===== config.mk =====
export PLATFORM = sky130hd
export DESIGN_NAME = audio_output_stage_flat
export DESIGN_NICKNAME = d
export VERILOG_FILES = /design/src/rtl/audio_pkg.sv /design/src/rtl/audio_output_stage_if.sv /design/src/rtl/audio_sigma_delta.sv /design/src/rtl/audio_output_stage.sv /design/src/flat_wrapper.sv
export SDC_FILE = /design/constraint.sdc
export NUM_CORES = 1
export LEC_CHECK = 0
export CAP_MARGIN = 20
export CORE_ASPECT_RATIO = 0.5
export CORE_MARGIN = 5
export CORE_UTILIZATION = 55
export CTS_BUF_LIST = sky130_fd_sc_hd__clkbuf_4
export DETAILED_ROUTE_END_ITERATION = 16
export DONT_BUFFER_PORTS = 1
export MAX_ROUTING_LAYER = met4
export PLACE_DENSITY = 0.81
export REMOVE_ABC_BUFFERS = 1
export SLEW_MARGIN = 5
export SYNTH_ARGS = -nofsm -noshare
export SYNTH_HDL_FRONTEND = slang
export SYNTH_SLANG_ARGS = --single-unit

===== constraint.sdc =====
create_clock -name clk -period 7.7 [get_ports clk]
set_input_delay 0.77 -clock clk [delete_from_list [all_inputs] [get_ports clk]]
set_output_delay 0.77 -clock clk [all_outputs]
set_load 0.05 [all_outputs]

===== src/rtl/audio_pkg.sv =====
// Shared types and constants for the audio output stage.
//   sample_t            signed 16-bit PCM sample
//   stereo_sample_t     {left, right} pair, the FIFO word
//   DAC_BITS            width of each resistor-DAC code
//   AUDIO_MIDSCALE_CODE DAC code for silence
//   to_offset_binary()  signed two's complement -> unsigned offset binary
package audio_pkg;

  localparam int DAC_BITS = 4;
  localparam logic [DAC_BITS-1:0] AUDIO_MIDSCALE_CODE = 4'd8;
  localparam int ERR_BITS = 12;

  typedef logic signed [15:0] sample_t;

  typedef struct packed {
    sample_t left;
    sample_t right;
  } stereo_sample_t;

  // Flipping the sign bit maps -32768..32767 onto 0..65535, so silence
  // (0) lands on 0x8000, the middle of the DAC range.
  function automatic logic [15:0] to_offset_binary(input sample_t s);
    return {~s[15], s[14:0]};
  endfunction

endpackage


===== src/rtl/audio_output_stage_if.sv =====
// Sample handshake between the APU (master) and the output stage (slave).
//   s_valid  master->slave  sample pair offered
//   s_ready  slave->master  stage can accept a pair
//   s_left   master->slave  signed left sample
//   s_right  master->slave  signed right sample
interface audio_output_stage_if;
  import audio_pkg::*;

  logic    s_valid;
  logic    s_ready;
  sample_t s_left;
  sample_t s_right;

  modport master (output s_valid, output s_left, output s_right, input s_ready);
  modport slave  (input s_valid, input s_left, input s_right, output s_ready);

endinterface


===== src/rtl/audio_sigma_delta.sv =====
// One channel of first-order sigma-delta conversion to a 4-bit DAC code.
//   clk     system clock
//   resetn  asynchronous active-low reset
//   cur_i   signed sample currently being played
//   code_o  registered 4-bit DAC code
// The low 12 bits of the offset-binary sample accumulate in a residue and
// carry into the code, so the code averages to u/4096 over time.
module audio_sigma_delta
  import audio_pkg::*;
(
  input  logic                clk,
  input  logic                resetn,
  input  sample_t             cur_i,
  output logic [DAC_BITS-1:0] code_o
);

  logic [ERR_BITS-1:0] err_q, err_d;
  logic [DAC_BITS-1:0] code_q, code_d;
  logic [16:0]         sum;

  always_comb begin
    sum    = {1'b0, to_offset_binary(cur_i)} + {5'b0, err_q};
    err_d  = sum[ERR_BITS-1:0];
    // Only u near full scale plus a residue can reach 16; clip it to 15.
    code_d = (sum[16:12] > 5'd15) ? 4'd15 : sum[15:12];
  end

  // NOTE: sequential state uses non-blocking assignments so every register
  // samples the pre-edge values, independent of process ordering.
  always_ff @(posedge clk or negedge resetn) begin
    if (!resetn) begin
      err_q  <= '0;
      code_q <= AUDIO_MIDSCALE_CODE;
    end else begin
      err_q  <= err_d;
      code_q <= code_d;
    end
  end

  assign code_o = code_q;

endmodule


===== src/rtl/audio_output_stage.sv =====
// Audio output stage: sample FIFO, sample-rate timer, underrun counter and
// two sigma-delta channels driving the board's 4-bit resistor DACs.
//   clk            system clock (25 MHz)
//   resetn         asynchronous active-low reset
//   enable         playback enable; low holds timer at 0 and output at midscale
//   s_if           slave side of the sample handshake
//   audio_l/_r     4-bit DAC codes
//   sample_tick    one-cycle pulse at each sample period boundary
//   underrun_count saturating count of ticks that found the FIFO empty
module audio_output_stage
  import audio_pkg::*;
#(
  parameter int SAMPLE_DIV = 567,
  parameter int FIFO_DEPTH = 4
) (
  input  logic                 clk,
  input  logic                 resetn,
  input  logic                 enable,
  audio_output_stage_if.slave  s_if,
  output logic [DAC_BITS-1:0]  audio_l,
  output logic [DAC_BITS-1:0]  audio_r,
  output logic                 sample_tick,
  output logic [15:0]          underrun_count
);

  localparam int PTR_W = $clog2(FIFO_DEPTH);
  localparam int CNT_W = PTR_W + 1;
  localparam int TMR_W = $clog2(SAMPLE_DIV);
  localparam logic [TMR_W-1:0] TMR_LAST = TMR_W'(SAMPLE_DIV - 1);
  localparam logic [CNT_W-1:0] CNT_FULL = CNT_W'(FIFO_DEPTH);

  stereo_sample_t mem [FIFO_DEPTH];

  logic [PTR_W-1:0] wr_ptr_q, wr_ptr_d;
  logic [PTR_W-1:0] rd_ptr_q, rd_ptr_d;
  logic [CNT_W-1:0] count_q, count_d;
  logic             s_ready_q, s_ready_d;
  logic [TMR_W-1:0] tmr_q, tmr_d;
  logic [15:0]      underrun_q, underrun_d;
  stereo_sample_t   cur_q, cur_d;
  logic             push, pop;

  assign sample_tick = enable && (tmr_q == TMR_LAST);

  // NOTE: every always_comb output gets a default first so no path leaves a
  // signal unassigned and infers a latch.
  always_comb begin
    push       = s_if.s_valid && s_ready_q;
    // Pop decisions use the pre-edge occupancy: a push landing in the tick
    // cycle into an empty FIFO is not bypassed and the tick is an underrun.
    pop        = sample_tick && (count_q != '0);
    wr_ptr_d   = wr_ptr_q;
    rd_ptr_d   = rd_ptr_q;
    count_d    = count_q;
    tmr_d      = tmr_q;
    underrun_d = underrun_q;
    cur_d      = cur_q;

    if (push) wr_ptr_d = wr_ptr_q + PTR_W'(1);
    if (pop)  rd_ptr_d = rd_ptr_q + PTR_W'(1);

    unique case ({push, pop})
      2'b10:   count_d = count_q + CNT_W'(1);
      2'b01:   count_d = count_q - CNT_W'(1);
      default: count_d = count_q;
    endcase

    // Ready is registered from the next occupancy, so it drops in the same
    // edge that fills the last entry and a push while full cannot happen.
    s_ready_d = (count_d != CNT_FULL);

    if (!enable)          tmr_d = '0;
    else if (sample_tick) tmr_d = '0;
    else                  tmr_d = tmr_q + TMR_W'(1);

    if (sample_tick && (count_q == '0) && (underrun_q != 16'hFFFF))
      underrun_d = underrun_q + 16'd1;

    // Disabled playback forces silence; an underrun simply keeps cur_q.
    if (!enable)  cur_d = '0;
    else if (pop) cur_d = mem[rd_ptr_q];
  end

  always_ff @(posedge clk or negedge resetn) begin
    if (!resetn) begin
      wr_ptr_q   <= '0;
      rd_ptr_q   <= '0;
      count_q    <= '0;
      s_ready_q  <= 1'b1;
      tmr_q      <= '0;
      underrun_q <= '0;
      cur_q      <= '0;
    end else begin
      wr_ptr_q   <= wr_ptr_d;
      rd_ptr_q   <= rd_ptr_d;
      count_q    <= count_d;
      s_ready_q  <= s_ready_d;
      tmr_q      <= tmr_d;
      underrun_q <= underrun_d;
      cur_q      <= cur_d;
    end
  end

  // NOTE: the storage array has no reset; the pointers and count define
  // which entries are valid, so clearing the data would only cost logic.
  always_ff @(posedge clk) begin
    if (push) mem[wr_ptr_q] <= '{left: s_if.s_left, right: s_if.s_right};
  end

  assign s_if.s_ready   = s_ready_q;
  assign underrun_count = underrun_q;

  audio_sigma_delta u_sd_left (
    .clk    (clk),
    .resetn (resetn),
    .cur_i  (cur_q.left),
    .code_o (audio_l)
  );

  audio_sigma_delta u_sd_right (
    .clk    (clk),
    .resetn (resetn),
    .cur_i  (cur_q.right),
    .code_o (audio_r)
  );

endmodule


===== src/flat_wrapper.sv =====
// flat-port wrapper written by rule: the top's interface ports become plain ports
module audio_output_stage_flat import audio_pkg::*;
#(
  parameter int SAMPLE_DIV = 567,
  parameter int FIFO_DEPTH = 4
)
  (clk, resetn, enable, audio_l, audio_r, sample_tick, underrun_count, s_if_s_valid, s_if_s_left, s_if_s_right, s_if_s_ready);
  audio_output_stage_if s_if_i ();
  input  logic clk;
  input  logic resetn;
  input  logic enable;
  output logic [DAC_BITS-1:0] audio_l;
  output logic [DAC_BITS-1:0] audio_r;
  output logic sample_tick;
  output logic [15:0] underrun_count;
  input wire logic [$bits(s_if_i.s_valid)-1:0] s_if_s_valid;
  input wire logic [$bits(s_if_i.s_left)-1:0] s_if_s_left;
  input wire logic [$bits(s_if_i.s_right)-1:0] s_if_s_right;
  output wire logic [$bits(s_if_i.s_ready)-1:0] s_if_s_ready;
  assign s_if_i.s_valid = s_if_s_valid;
  assign s_if_i.s_left = s_if_s_left;
  assign s_if_i.s_right = s_if_s_right;
  assign s_if_s_ready = s_if_i.s_ready;
  audio_output_stage #(.SAMPLE_DIV(SAMPLE_DIV), .FIFO_DEPTH(FIFO_DEPTH)) u_core (.clk(clk), .resetn(resetn), .enable(enable), .s_if(s_if_i), .audio_l(audio_l), .audio_r(audio_r), .sample_tick(sample_tick), .underrun_count(underrun_count));
endmodule

==> results of run 1 <==
[sequential cells by signal (all words and copies together) (netlist names)]
name,flops
u_core.count_q,3
u_core.s_if.s_ready,1
u_core.wr_ptr_q,2
u_core.u_sd_left.code_o,4
u_core.u_sd_right.err_q,12
u_core.u_sd_left.err_q,12
u_core.mem,128
u_core.underrun_count,16
u_core.u_sd_right.code_o,4
u_core.cur_q,32
u_core.rd_ptr_q,2
u_core.tmr_q,10
[worst register-to-register path, stage by stage, from the launching register on]
cell,delay (ps)
dfrtp_1,420
inv_1,70
ha_1,140
and4b_1,190
nand4_1,250
nor2_4,170
buf_4,520
ha_1,310
inv_1,60
fa_1,370
xor2_1,150
nor2_1,120
xor2_1,190
nand2_1,80
[worst min path at each step]
stage	from	endpoint	slack, ps	depth (start not counted)
2_1_floorplan	u_core.u_sd_left.err_q[0]	u_core.u_sd_left.err_q[0]	460	1
3_3_place_gp	u_core.u_sd_left.err_q[0]	u_core.u_sd_left.err_q[0]	460	1
3_5_place_dp	u_core.u_sd_right.err_q[0]	u_core.u_sd_right.err_q[0]	470	1
4_1_cts	resetn	u_core.rd_ptr_q[0]	30	1
5_1_grt	resetn	u_core.rd_ptr_q[0]	40	1
6_report	resetn	u_core.rd_ptr_q[0]	60	1
[cells in the final DEF (no fill, tap or decap), types with 2 or more instances in the layout]
master and count:
nor2_4 2, xnor2_1 29, o21ai_1 11, a21boi_0 2, clkinvlp_4 2, ha_1 32, clkinv_2 2, a31oi_1 2
a21o_1 5, a21oi_1 22, nor2_1 26, dfstp_2 3, and3_1 10, or3_1 6, fa_1 3, o21bai_1 3
nand2_1 86, and4_1 2, nand3_1 19, nor2b_1 6, a21oi_2 2, edfxtp_1 128, xor2_1 12, nand3b_1 5
dfrtp_1 93, dfrtp_2 2, o21a_1 6, buf_4 6, clkbuf_4 75, clkinv_1 11, nor3_1 7, or4_1 2
nand4_1 6, o21ai_0 28, inv_1 20, mux4_2 32, o31a_1 2
[cells in the mapped netlist (3+ instances only)]
cell type / number / share of area
edfxtp_1: 128 / 0.40
dfrtp_1: 95 / 0.25
nand2_1: 86 / 0.034
ha_1: 32 / 0.042
mux4_2: 32 / 0.075
xnor2_1: 29 / 0.026
o21ai_0: 28 / 0.015
nor2_1: 27 / 0.011
a21oi_1: 22 / 0.011
inv_1: 20 / 0.0078
nand3_1: 19 / 0.0099
clkbuf_1: 14 / 0.0055
xor2_1: 12 / 0.011
o21ai_1: 11 / 0.0057
and3_1: 10 / 0.0065
nor3_1: 7 / 0.0037
buf_2: 6 / 0.0031
nand4_1: 6 / 0.0039
nor2b_1: 6 / 0.0039
o21a_1: 6 / 0.0047
or3_1: 6 / 0.0039
a21o_1: 5 / 0.0039
nand3b_1: 5 / 0.0039
dfstp_2: 3 / 0.0082
fa_1: 3 / 0.0063
o21bai_1: 3 / 0.0023
[kinds of logic (layout without fill, tap and decap cells)]
kind of cell    Yosys count  after routing  share of synthesized area
buf+inv                  42            117                     0.0172
xor+xnor                 41             41                     0.0375
mux                      35             35                     0.0786
simple gates            187            187                     0.0951
compound gates          100            100                     0.0666
flops                   226            226                      0.657
fa+ha+maj                35             35                     0.0480
[area by class of cell]
type | count | area, um^2
multi-input combinational | 398 | 3130
clock buffer | 75 | 563
sequential | 226 | 6300
inverter | 20 | 75.1
clock inverter | 15 | 66.3
timing repair buffer | 7 | 72.6
tap | 234 | 293
fill | 1236 | 6730
[per-layer routing]
layer | share of wire | vias to the layer above | GRT usage
met4 | 0.016 | 0 | 0.0580
met1 | 0.42 | 2715 | 0.207
met2 | 0.50 | 131 | 0.305
met5 | 0 | - | -
met3 | 0.069 | 33 | 0.0531
li1 | - | 2548 | -
[power by group through the flow]
stage / combinational (mW) / sequential (mW) / clock, mW
after floorplan: 0.126 / 1.50 / 0
after global placement: 0.181 / 1.50 / 0
after detailed placement: 0.185 / 1.51 / 0
after CTS: 0.197 / 1.48 / 0.925
after global routing: 0.213 / 1.49 / 0.985
final: 0.190 / 1.48 / 0.890
[what timing repair did]
action | CTS | global route
hold endpoints to repair | 98 | 0
buffers inserted | 0 | 0
hold buffers | 1 | 0
==> flow_summary_export.csv, run 1 <==
group,metric,value,unit
pwr,power_switching,612,uW
timing,finClkSkew,34.1,ps
floorplan,fp.dieArea,20300,um^2
cts,path_clk_slew,70,ps
worst_setup_path,cpPeakStageDelay,520,ps
timing,setup_violations,0,
logic_synthesis,netlist_area,9590,um^2
cells_and_area,final_cell_area,10500,um^2
routing,drc,0,
cells_and_area,final_util,0.610,
logic_synthesis,ys_seq_area_frac,0.657,
worst_setup_path,critPathCaptureType,"register",
worst_setup_path,r2r_end,"u_core.s_if.s_ready",
global_route,grt_pass1_vias,5638,
routing,drt-wirelength-per-cell,17.4,um
floorplan,die_h,103,um
logic_synthesis,ys_ff_latch,226,
cells_and_area,finalNetCount,773,
global_route,grtUsageTotal,0.178,
floorplan,core,17200,um^2
worst_setup_path,critPathBufInv,3,
placed_design,place_hpwl,10200,um
floorplan,start_util,0.556,
logic_synthesis,synthArstFlopShare,0.434,
cts,cts_resized,0,
worst_setup_path,critPathCapture,"u_core.s_if.s_ready",
pwr,pwr-share-seq,0.579,
cts,ctsHtreeMaxLevel,2,
pwr,finalPower,2.56,mW
cts,clock-sinks,226,
pwr,power_density,244,nW/um^2
timing,clock.fmax,0.322,GHz
cells_and_area,syn_to_final_growth,9.54,%
worst_setup_path,critPathTopFamily,"simple AND/OR/NAND/NOR gates",
pwr,ir_worst_vdd,0.121,mV
worst_setup_path,rrSetupSlack,4600,ps
worst_setup_path,r2r_start,"u_core.tmr_q[0]",
global_route,antenna_found_initial,0,
logic_synthesis,ys_warn_count,0,
pwr,power.share.clock,0.347,
cts,clk_latency,630,ps
worst_setup_path,crit_arrival,3640,ps
pwr,internal-power,1.95,mW
timing,relSlewSlack,0.430,
placed_design,dp_cells,884,
placed_design,place_ws,4600,ps
worst_setup_path,cp-startpoint,"u_core.tmr_q[0]",
min_path,hold_path_class,"input pin to async pin",
cts,ctsRootBufferMaster,"clkbuf_4",
logic_synthesis,synth_cells,666,
timing,rsz0062_at_grt,"false",
job,maxCapViolCount,0,
status,outcome,"completed",
cts,cts_tree,"done",
logic_synthesis,avgSynthCellArea,14.4,um^2
worst_setup_path,slowest_stage,"buf_4",
logic_synthesis,synth_cell_types,64,
worst_setup_path,crit_fanout,67,
routing,drtIter0Drc,421,
global_route,overflow,0,
routing,vias,5427,
logic_synthesis,synthFlopType,"edfxtp_1",
logic_synthesis,synth-edff-count,128,
routing,finalWirelength,16900,um
worst_setup_path,reg2regPathDepth,13,
cts,cts_inserted_buffers,49,
cells_and_area,antenna_cells,0,
timing,slew_violations,0,
floorplan,dieWidth,197,um
worst_setup_path,crit_chain,"inv_1 -> ha_1 -> and4b_1 -> nand4_1 -> nor2_4 -> buf_4 -> ha_1 -> inv_1 -> fa_1 -> xor2_1 -> nor2_1 -> xor2_1 -> nand2_1",
routing,via_per_inst,5.57,
worst_setup_path,cp.depth,13,
worst_setup_path,start_kind,"register",
pwr,swShare,0.239,
timing,whs,55.4,ps
worst_setup_path,path_class,"register to register",
floorplan,num_io_pins,62,
cts,cts_buffer_depth,3,
placed_design,placed_area,9850,um^2
timing,min_period_over_period,0.403,
timing,worst_slew_pin_slew,855,ps
cells_and_area,final_cells,975,
placed_design,gp_congestion,0.799,
floorplan,rows,34,
timing,hold_viol,0,
placed_design,portBuffers,0,
pwr,comb_power_share,0.074,
routing,drt-pass1-iter-count,5,
global_route,grt_pass1_wl,27900,um
pwr,p_leak,4.23,nW
cells_and_area,post_route_cells_drive_above_1_share,0.189,
timing,setup_slack,4600,ps
global_route,grt_max_degree,99,
timing,post-route-min-period,3100,ps
timing,tns,0,ps
routing,ant_nets,0,
worst_setup_path,crit_required,8230,ps
No activity file was read; power rests on OpenSTA's default activity.
==> inputs of run 2 (changes only) <==
--- a/config.mk
+++ b/config.mk
@@ -13,7 +13,7 @@
 export DETAILED_ROUTE_END_ITERATION = 16
 export DONT_BUFFER_PORTS = 1
 export MAX_ROUTING_LAYER = met4
-export PLACE_DENSITY = 0.81
+export PLACE_DENSITY = 0.84
 export REMOVE_ABC_BUFFERS = 1
 export SLEW_MARGIN = 5
 export SYNTH_ARGS = -nofsm -noshare
==> constraint.sdc (replaced) <==
create_clock -name clk -period 2.7 [get_ports clk]
set_input_delay 0.27 -clock clk [delete_from_list [all_inputs] [get_ports clk]]
set_output_delay 0.27 -clock clk [all_outputs]
set_load 0.05 [all_outputs]
==> flow_summary_export.csv, run 2 (synthesized netlist as in run 1, its figures left out) <==
group,metric,value,unit
cells_and_area,final_cell_area,11000,um^2
global_route,grt_pass1_wl,29100,um
cells_and_area,final_util,0.639,
floorplan,start_util,0.556,
cells_and_area,regMostFlops,"u_core.mem",
global_route,grtUsageTotal,0.184,
routing,finalWirelength,17500,um
timing,setup_violations,0,
timing,finClkSkew,52.8,ps
routing,drt-wirelength-per-cell,17.1,um
worst_setup_path,critPathCaptureType,"register",
worst_setup_path,crit_chain,"nor4b_2 -> nand4_1 -> nor2_4 -> ha_1 -> inv_1 -> fa_1 -> xor2_1 -> nor2_1 -> xor2_1 -> nand2_1",
cells_and_area,regArea,6300,um^2
pwr,p_leak,4.47,nW
cts,clock-sinks,226,
placed_design,placed_area,9930,um^2
worst_setup_path,path_class,"register to register",
floorplan,fp.dieArea,20300,um^2
timing,setup_slack,177,ps
worst_setup_path,crit_top_cell,"xor2_1",
min_path,hold_path_class,"input pin to async pin",
timing,slew_violations,0,
routing,via_per_inst,5.50,
worst_setup_path,cpPeakStageDelay,420,ps
placed_design,place_ws,154,ps
routing,drc,0,
cts,ctsRootBufferMaster,"clkbuf_4",
timing,min_period_over_period,0.935,
floorplan,core,17200,um^2
job,maxCapViolCount,0,
cells_and_area,multi_input_area,3130,um^2
timing,relSlewSlack,0.557,
cts,clk_latency,650,ps
floorplan,num_io_pins,62,
cells_and_area,syn_to_final_growth,14.8,%
global_route,overflow,0,
placed_design,place_hpwl,10600,um
timing,worst_slew_pin_slew,665,ps
timing,tns,0,ps
global_route,grt_pass1_vias,5950,
floorplan,dieWidth,197,um
cells_and_area,layout_common_cells,"128 x edfxtp_1, 94 x dfrtp_1, 86 x nand2_1, 83 x clkbuf_4, 36 x dlygate4sd3_1",
cells_and_area,post_route_cells_drive_above_1_share,0.199,
worst_setup_path,crit_required,3240,ps
floorplan,die_h,103,um
cells_and_area,fillers,1230,
routing,vias,5627,
pwr,power_density,688,nW/um^2
cells_and_area,final_cells,1024,
status,outcome,"completed",
cells_and_area,finalNetCount,821,
routing,drtIter0Drc,343,
cts,cts_buffer_depth,3,
timing,whs,177,ps
timing,clock.fmax,0.396,GHz
timing,hold_viol,0,
cts,cts_resized,0,
floorplan,rows,34,
timing,rsz0062_at_grt,"false",
global_route,grt_max_degree,99,
pwr,ir_worst_vdd,0.338,mV
routing,drt-pass1-iter-count,5,
cells_and_area,largest_reg_flops,128,
pwr,finalPower,7.57,mW
placed_design,dp_cells,894,
routing,ant_nets,0,
cells_and_area,final_common_cell,"edfxtp_1",
cts,cts_inserted_buffers,50,
cts,cts_tree,"done",
worst_setup_path,start_kind,"register",
placed_design,gp_congestion,0.828,
worst_setup_path,critPathBufInv,1,
worst_setup_path,crit_fanout,4,
cts,path_clk_slew,70,ps
placed_design,portBuffers,0,
worst_setup_path,slowest_stage,"dfrtp_1",
cts,post_cts_buffers,0,
global_route,antenna_found_initial,1,
worst_setup_path,critPathTopFamily,"simple AND/OR/NAND/NOR gates",
timing,post-route-min-period,2520,ps
cts,ctsHtreeMaxLevel,2,
worst_setup_path,crit_arrival,3060,ps
==> run 2: layout make-up <==
cell class              instances  area share
flip-flops and latches        226       0.573
multi-input cells             398       0.284
clock buffers                  83      0.0566
repair buffers                 54      0.0491
well taps                     234      0.0266
inverters                      20     0.00682
clock inverters                 8     0.00364
diodes                          1    0.000227
==> run 2: worst paths after layout <==
kind,from,to,slack [ps],cells past startpoint
setup / recovery,u_core.tmr_q[6],u_core.s_if.s_ready,180,10
hold / removal,resetn,u_core.cur_q[2],180,2
setup reg to reg,u_core.tmr_q[6],u_core.s_if.s_ready,180,10
hold reg to reg,u_core.u_sd_left.err_q[0],u_core.u_sd_left.err_q[0],490,1
max in group asynchronous,resetn,u_core.u_sd_left.code_o[3],2050,2
min in group clk,enable,u_core.underrun_count[2],190,4
==> run 2: timing repair <==
action | in CTS | in global routing
hold buffers | 38 | 0
hold endpoints to repair | 270 | 0
endpoints found under the setup margin | 0 | 0
==> run 2: worst reg2reg max path: stages, from the launching register on <==
cell	delay, ps
dfrtp_1	420
nor4b_2	340
nand4_1	290
nor2_4	190
ha_1	190
inv_1	60
fa_1	380
xor2_1	160
nor2_1	120
xor2_1	230
nand2_1	80
==> run 2: where the power goes <==
group | internal, mW | total, mW | switching, mW | leakage [nW]
sequential | 4.11 | 4.24 | 0.131 | 2.52
clock | 1.39 | 2.69 | 1.30 | 0.398
combinational | 0.224 | 0.642 | 0.418 | 1.56
==> run 2: layer usage <==
layer	wire [um]	global-route usage	vias to the layer above
li1	-	-	2652
met1	7570	0.229	2815
met2	8640	0.306	132
met3	911	0.0417	28
met4	341	0.0644	0
met5	0	-	-
==> inputs of run 3 (changes only) <==
--- a/config.mk
+++ b/config.mk
@@ -8,12 +8,12 @@
 export CAP_MARGIN = 20
 export CORE_ASPECT_RATIO = 0.5
 export CORE_MARGIN = 5
-export CORE_UTILIZATION = 55
+export CORE_UTILIZATION = 25
 export CTS_BUF_LIST = sky130_fd_sc_hd__clkbuf_4
 export DETAILED_ROUTE_END_ITERATION = 16
 export DONT_BUFFER_PORTS = 1
 export MAX_ROUTING_LAYER = met4
-export PLACE_DENSITY = 0.84
+export PLACE_DENSITY = 0.51
 export REMOVE_ABC_BUFFERS = 1
 export SLEW_MARGIN = 5
 export SYNTH_ARGS = -nofsm -noshare
==> flow_summary_export.csv, run 3 (synthesized netlist as in run 1, its figures left out) <==
group,metric,value,unit
floorplan,fp.dieArea,42600,um^2
cts,clk_latency,690,ps
timing,finClkSkew,61.7,ps
floorplan,die_h,148,um
floorplan,core,37600,um^2
pwr,p_leak,4.57,nW
routing,drt-wirelength-per-cell,14.9,um
placed_design,dp_cells,1186,
cells_and_area,final_cell_area,11500,um^2
routing,ant_nets,0,
cells_and_area,largest_reg_flops,128,
routing,vias,5673,
cells_and_area,final_common_cell,"edfxtp_1",
global_route,grtUsageTotal,0.0986,
timing,worst_slew_pin_slew,698,ps
cts,cts_buffer_depth,3,
worst_setup_path,crit_arrival,2160,ps
placed_design,placed_area,10300,um^2
routing,drtIter0Drc,229,
placed_design,gp_congestion,0.754,
timing,tns,0,ps
floorplan,rows,50,
worst_setup_path,start_kind,"register",
min_path,hold_path_class,"input pin to async pin",
floorplan,num_io_pins,62,
cells_and_area,layout_common_cells,"128 x edfxtp_1, 94 x dfrtp_1, 93 x clkbuf_4, 86 x nand2_1, 36 x dlygate4sd3_1",
cts,cts_resized,0,
cts,cts_inserted_buffers,58,
timing,rsz0062_at_grt,"false",
cells_and_area,regMostFlops,"u_core.mem",
worst_setup_path,path_class,"register to output pin",
worst_setup_path,crit_fanout,5,
global_route,overflow,0,
cts,ctsRootBufferMaster,"clkbuf_4",
placed_design,place_ws,260,ps
pwr,ir_worst_vdd,0.263,mV
status,outcome,"completed",
routing,finalWirelength,19900,um
worst_setup_path,crit_chain,"inv_1 -> ha_1 -> and4b_1 -> nand4_1 -> buf_4 -> inv_1",
pwr,pwr-share-seq,0.540,
pwr,swShare,0.246,
cts,clock-sinks,226,
worst_setup_path,slowest_stage,"dfrtp_1",
global_route,antenna_found_initial,4,
floorplan,dieWidth,287,um
worst_setup_path,critPathCaptureType,"output pin",
global_route,grt_pass1_wl,32500,um
pwr,power_switching,1.93,mW
pwr,finalPower,7.84,mW
timing,min_period_over_period,0.901,
cts,cts_tree,"done",
cells_and_area,fillers,3793,
cells_and_area,final_util,0.307,
timing,post-route-min-period,2430,ps
job,maxCapViolCount,0,
cells_and_area,finalNetCount,835,
worst_setup_path,crit_required,2430,ps
timing,relSlewSlack,0.535,
worst_setup_path,rrSetupSlack,280,ps
timing,clock.fmax,0.411,GHz
placed_design,portBuffers,0,
pwr,comb_power_share,0.084,
pwr,power.share.clock,0.376,
placed_design,place_hpwl,12000,um
floorplan,start_util,0.255,
routing,via_per_inst,4.25,
cts,ctsHtreeMaxLevel,2,
worst_setup_path,crit_top_cell,"inv_1",
cts,path_clk_slew,60,ps
cts,post_cts_buffers,0,
routing,drt-pass1-iter-count,4,
global_route,grt_pass1_vias,6134,
cells_and_area,syn_to_final_growth,20.2,%
cells_and_area,final_cells,1336,
worst_setup_path,cpPeakStageDelay,410,ps
pwr,internal-power,5.91,mW
timing,slew_violations,0,
routing,drc,0,
timing,setup_violations,0,
cells_and_area,post_route_cells_drive_above_1_share,0.221,
global_route,grt_max_degree,99,
timing,whs,177,ps
timing,hold_viol,0,
worst_setup_path,reg2regPathDepth,10,
timing,setup_slack,266,ps
pwr,power_density,680,nW/um^2
worst_setup_path,r2r_start,"u_core.cur_q[16]",
cts,cts_hold_buffers,38,
worst_setup_path,r2r_end,"u_core.u_sd_left.code_o[3]",
run 3: changes by cell type in the layout (fill, tap and decap cells not counted), sizes merged:
cell	delta
buf	+6
diode	+2
clkbuf	+10
clkinvlp	-1
clkinv	+9
run 3: power by group through the flow:
| stage | Combinational (mW) | Sequential [mW] | Clock [mW] |
|---|---|---|---|
| floorplan | 0.359 | 4.27 | 0 |
| global placement | 0.564 | 4.28 | 0 |
| detailed placement | 0.575 | 4.30 | 0 |
| CTS | 0.691 | 4.23 | 3.09 |
| global route | 0.741 | 4.26 | 3.29 |
| finish | 0.662 | 4.23 | 2.95 |
run 3: cell type report:
| cell class | count | area (um^2) | area share |
|---|---|---|---|
| antenna | 3 | 7.51 | 0.000651 |
| clock buffer | 93 | 698 | 0.0606 |
| clock inverter | 16 | 75.1 | 0.00651 |
| inverter | 20 | 75.1 | 0.00651 |
| multi-input combinational | 398 | 3140 | 0.272 |
| sequential | 226 | 6300 | 0.547 |
| tap | 520 | 651 | 0.0564 |
| timing repair buffer | 60 | 586 | 0.0508 |
run 3: metal layers:
layer | GRT usage | routed length, um | vias up | part of all wire
met1 | 0.118 | 8770 | 2838 | 0.44
met2 | 0.165 | 9920 | 106 | 0.50
li1 | - | - | 2699 | -
met3 | 0.0247 | 922 | 30 | 0.046
met5 | - | 0 | - | 0
met4 | 0.0320 | 316 | 0 | 0.016
run 3: how the worst max path moves through the flow:
stage | from | to | cells after the start
floorplan | u_core.tmr_q[0] | u_core.s_if.s_ready | 12
global placement | u_core.cur_q[16] | u_core.u_sd_left.code_o[3] | 10
detailed placement | u_core.cur_q[16] | u_core.u_sd_left.code_o[3] | 10
CTS | u_core.tmr_q[0] | sample_tick | 6
global route | u_core.tmr_q[0] | sample_tick | 6
finish | u_core.tmr_q[0] | sample_tick | 6
run 3: worst max-delay path, delay by kind of cell (launching register included):
| kind | cells | cell delay (ps) |
|---|---|---|
| fa+ha+maj | 1 | 140 |
| buf+inv | 3 | 600 |
| flops | 1 | 410 |
| simple gates | 2 | 360 |
